### config.mk
export PLATFORM = sky130hd
export DESIGN_NAME = counter_gen
export DESIGN_NICKNAME = d
export VERILOG_FILES = /design/src/rtl/counter_gen.sv
export SDC_FILE = /design/constraint.sdc
export NUM_CORES = 1
export LEC_CHECK = 0
export ABC_AREA = 1
export ABC_CLOCK_PERIOD_IN_PS = 1510
export BUFFER_PORTS_ARGS = -buffer_cell sky130_fd_sc_hd__buf_2
export CORE_AREA = 4 4 44 62
export CTS_BUF_LIST = sky130_fd_sc_hd__clkbuf_8
export DETAILED_ROUTE_END_ITERATION = 10
export DIE_AREA = 0 0 48 66
export GPL_TIMING_DRIVEN = 0
export HOLD_SLACK_MARGIN = 0.15
export PLACE_DENSITY = 0.79
export SYNTH_ARGS = -nofsm -noshare
export SYNTH_HDL_FRONTEND = slang
export SYNTH_SLANG_ARGS = --single-unit
export TNS_END_PERCENT = 20
### constraint.sdc
create_clock -name clk -period 1.51 [get_ports clk]
set_input_delay 0.151 -clock clk [delete_from_list [all_inputs] [get_ports clk]]
set_output_delay 0.151 -clock clk [all_outputs]
set_load 0.005 [all_outputs]
### src/rtl/counter_gen.sv
// Parametrised up/down counter with prescaler, load, wrap/saturate and status.
// Ports: clk, rst (sync, active-high), en, up, load, load_val -> cnt, tc, wrap.
module counter_gen #(
  parameter int WIDTH    = 8,
  parameter int MAX      = 2**WIDTH-1,
  parameter int SAT      = 0,
  parameter int PRESCALE = 1
) (
  input  logic             clk,
  input  logic             rst,
  input  logic             en,
  input  logic             up,
  input  logic             load,
  input  logic [WIDTH-1:0] load_val,
  output logic [WIDTH-1:0] cnt,
  output logic             tc,
  output logic             wrap
);

  localparam logic [WIDTH-1:0] MAX_V = WIDTH'(MAX);
  localparam logic [WIDTH:0]   MAX_X = (WIDTH+1)'(MAX);
  localparam logic [WIDTH:0]   ONE_X = (WIDTH+1)'(1);

  logic             tick;
  logic [WIDTH:0]   inc;
  logic [WIDTH:0]   dec;
  logic             at_top;
  logic             at_bot;
  logic [WIDTH-1:0] ld_val;
  logic [WIDTH-1:0] cnt_nxt;
  logic             wrap_nxt;

  // One extra bit: top compare is exact, borrow flags zero.
  assign inc    = {1'b0, cnt} + ONE_X;
  assign dec    = {1'b0, cnt} - ONE_X;
  assign at_top = inc > MAX_X;
  assign at_bot = dec[WIDTH];

  assign ld_val = (load_val > MAX_V) ? MAX_V : load_val;

  assign tc = up ? (cnt == MAX_V) : (cnt == '0);

  // rst/load override the prescaler inside its own register.
  if (PRESCALE > 1) begin : g_pre
    localparam int PW = $clog2(PRESCALE);
    localparam logic [PW-1:0] LAST = PW'(PRESCALE-1);
    localparam logic [PW-1:0] ONE  = PW'(1);

    logic [PW-1:0] pre;

    assign tick = en && (pre == LAST);

    always_ff @(posedge clk) begin
      if (rst || load) begin
        pre <= '0;
      end else if (en) begin
        pre <= tick ? '0 : pre + ONE;
      end
    end
  end else begin : g_nopre
    assign tick = en;
  end

  always_comb begin
    cnt_nxt  = cnt;
    wrap_nxt = 1'b0;
    if (tick) begin
      if (up) begin
        if (!at_top) begin
          cnt_nxt = inc[WIDTH-1:0];
        end else if (SAT == 0) begin
          cnt_nxt  = '0;
          wrap_nxt = 1'b1;
        end
      end else begin
        if (!at_bot) begin
          cnt_nxt = dec[WIDTH-1:0];
        end else if (SAT == 0) begin
          cnt_nxt  = MAX_V;
          wrap_nxt = 1'b1;
        end
      end
    end
  end

  always_ff @(posedge clk) begin
    if (rst) begin
      cnt  <= '0;
      wrap <= 1'b0;
    end else if (load) begin
      cnt  <= ld_val;
      wrap <= 1'b0;
    end else begin
      cnt  <= cnt_nxt;
      wrap <= wrap_nxt;
    end
  end

endmodule

==> metrics.csv <==
metric;value;unit
outcome;complete, but fails checks;
violated checks;setup timing;
global route overflow;0;
HP Class;in2reg;
Synth Area in Compound Gates;0.152;
core area;2150;µm²
# diodes;0;
final wirelength;2940;µm
fin crit share;1.11;
Placed Cells;213;
CTS tree;done;
Least-Margin Pin Slew;0.598;ns
commonest non-fill, non-tap cell in the layout;nand2_1;
layout cells sized above 1;0.460;
first-pass GRT wire length;4490;µm
unrepaired setup endpoints after global routing;yes;
Synth area leader;dfxtp_1;
FF-to-FF setup slack;-0.16;ns
Avg WL per Cell;13.2;µm
pwr/cell area;694;nW/µm²
clk sink count;9;
Worst Setup Start Kind;flop;
WP data arrival;1.77;ns
mapped cell area;1060;µm²
Core Util, Final;0.649;
cts bufs inserted;3;
dominant cells by area after synthesis;dfxtp_1 17%, nand2_1 14%, nor2_1 10%;
Clock Pin Slew Worst Setup and Hold Paths;0.05;ns
cell count after synthesis;171;
num rows;20;
chip width;48;µm
multiplexer area fraction after synthesis;0;
skew final;0.000610;ns
share of Yosys cell area claimed by the top area cell type;0.171;
DP Area;1210;µm²
Remaining DRCs;0;
Critical Path RT;1.61;ns
Clk Latency, worst-skew pair;0.24;ns
vias in the first global route;1108;
Fillers;183;
number of distinct library cells after synthesis;28;
Fmax achieved;0.598;GHz
I/O pins;23;
pin count of the biggest net entering global routing;11;
DR vias;1198;
final std cell area, no fill;1400;µm²
post-synthesis net count;188;
FF/Latch Area;189;µm²
Slew HR;0.601;
slowest CP cell;dfxtp_4;
post-layout min period;1.67;ns
Die H;66;µm
maximum clock path buffer count;2;
final setup fails;10;
die area;3170;µm²
Finished Layout Cells;222;
Final Max Tran Viols;0;
Vias/cell;5.40;
Final HPWL DP;2040;µm
VDD IR max;0.000518;V
Syn Area/Cell;6.18;µm²
final worst setup slack;-0.162;ns
first-pass detailed-route iteration total;4;
synth-to-layout area growth;32.2;%
main combinational cell family by area after synthesis;simple AND/OR/NAND/NOR gates;
First DRT Iteration DRCs;43;
GPL Wtd Cong;0.891;
Synth Area in XOR/XNOR;0.0249;
Final Hold Viols;0;
CP peak stage delay;0.37;ns
most frequent cells in the layout;36 x nand2_1, 28 x nor2_1, 20 x buf_2;
Multi-input gate area;868;µm²
crit path cell chain;ha_4, nand2_4, inv_2, nand2_4, nand2_4, nor3_4, nand3_4, nand3_2, nand2_1, nand2_1, a21oi_2;
Yosys warning count;0;
Seq/Total Area, Yosys;0.171;
P_leak;0.665;nW
max cap viols;0;
H-tree levels;1;
Synth Area in Adders;0.0474;
register bit total from synthesis;9;
total track usage;0.192;
remaining antenna violation count;0;
initial antenna violation count;0;
CP Class;reg2reg;
Root Buffer;clkbuf_8;
initial core utilization;0.491;
Post-Synth Simple-Gate Area;0.492;
CP most frequent cell;nand2_4;
Final nets;218;
critical path endpoint category;flop;
PortBufs;20;
crit-path max FO;8;
-- sequential cells by signal, indices dropped and copies added (netlist names) --
| signal | flops |
|---|---|
| cnt | 8 |
| wrap | 1 |
-- cells by family (layout without fill, tap and decap cells) --
family | after synthesis | in the layout
buffers and inverters | 27 | 56
adders and majority gates | 4 | 4
AOI/OAI and AO/OA | 23 | 23
xor gates and xnor gates | 3 | 3
DFF | 9 | 9
and+or+nand+nor | 105 | 105
-- critical path: cells and delay by family, from the launching register on --
family	cells	cell delay, ns
simple gates	8	0.88
flops	1	0.37
compound gates	1	0.05
fa+ha+maj	1	0.18
buf+inv	1	0.05
-- final cells by class --
cell class                 instances  share of cell area
clock buffer                       3              0.0296
clock inverter                     1             0.00269
buffer                             6              0.0296
sequential                         9               0.135
multi-input combinational        135               0.622
timing repair buffer              25               0.101
tap                               22              0.0197
inverter                          21              0.0600
-- metrics by stage --
stage               power, mW  hold WS, ns  setup TNS, ns  setup slack, ns
finish                  0.968        0.177          -1.38           -0.162
global route             1.03        0.186          -2.02           -0.242
detailed placement      0.634        0.423          -1.58           -0.193
CTS                     0.928        0.179          -1.44           -0.160
floorplan               0.549        0.287              0          0.00341
global placement        0.627        0.416          -1.55           -0.187
-- power breakdown --
group          internal (mW)  switching (mW)
Clock                  0.178           0.101
Combinational          0.164           0.231
Sequential             0.259          0.0361
-- cell usage after synthesis --
library cell,instances
dfxtp_1,9
nand3_1,13
a22oi_1,1
inv_1,11
nor2_4,2
o22ai_1,1
nand3_2,4
xor2_1,2
ha_1,4
nand3_4,1
buf_4,1
a31oi_1,1
xnor2_1,1
nor2_2,3
inv_2,10
nor3_2,2
buf_6,2
nor2_1,28
a21oi_2,9
nand2_2,9
o21ai_1,3
nand2_4,1
nand4_1,2
nand2_1,40
clkbuf_1,3
a21oi_1,6
o21ai_0,1
o21bai_2,1
-- path summary, 6_finish.rpt --
check / from / end / cells after the start
min reg2reg: cnt[4] / cnt[4] / 2
max reg2reg: cnt[0] / cnt[2] / 11
max: cnt[0] / cnt[2] / 11
min: en / wrap / 3
-- layer usage --
layer | wire length, µm | GRT usage
met5 | 0 | 0
met4 | 108 | 0.111
met3 | 134 | 0.0218
met2 | 1570 | 0.328
met1 | 1130 | 0.214
-- what timing repair did --
action | in CTS | in global routing
buffers inserted | 3 | 2
endpoints found under the hold margin | 0 | 0
hold buffers | 0 | 0
pin swaps | 2 | 12
endpoints found under the setup margin | 10 | 10
gates resized for setup | 6 | 20
Power figures use the tool's default switching activity.
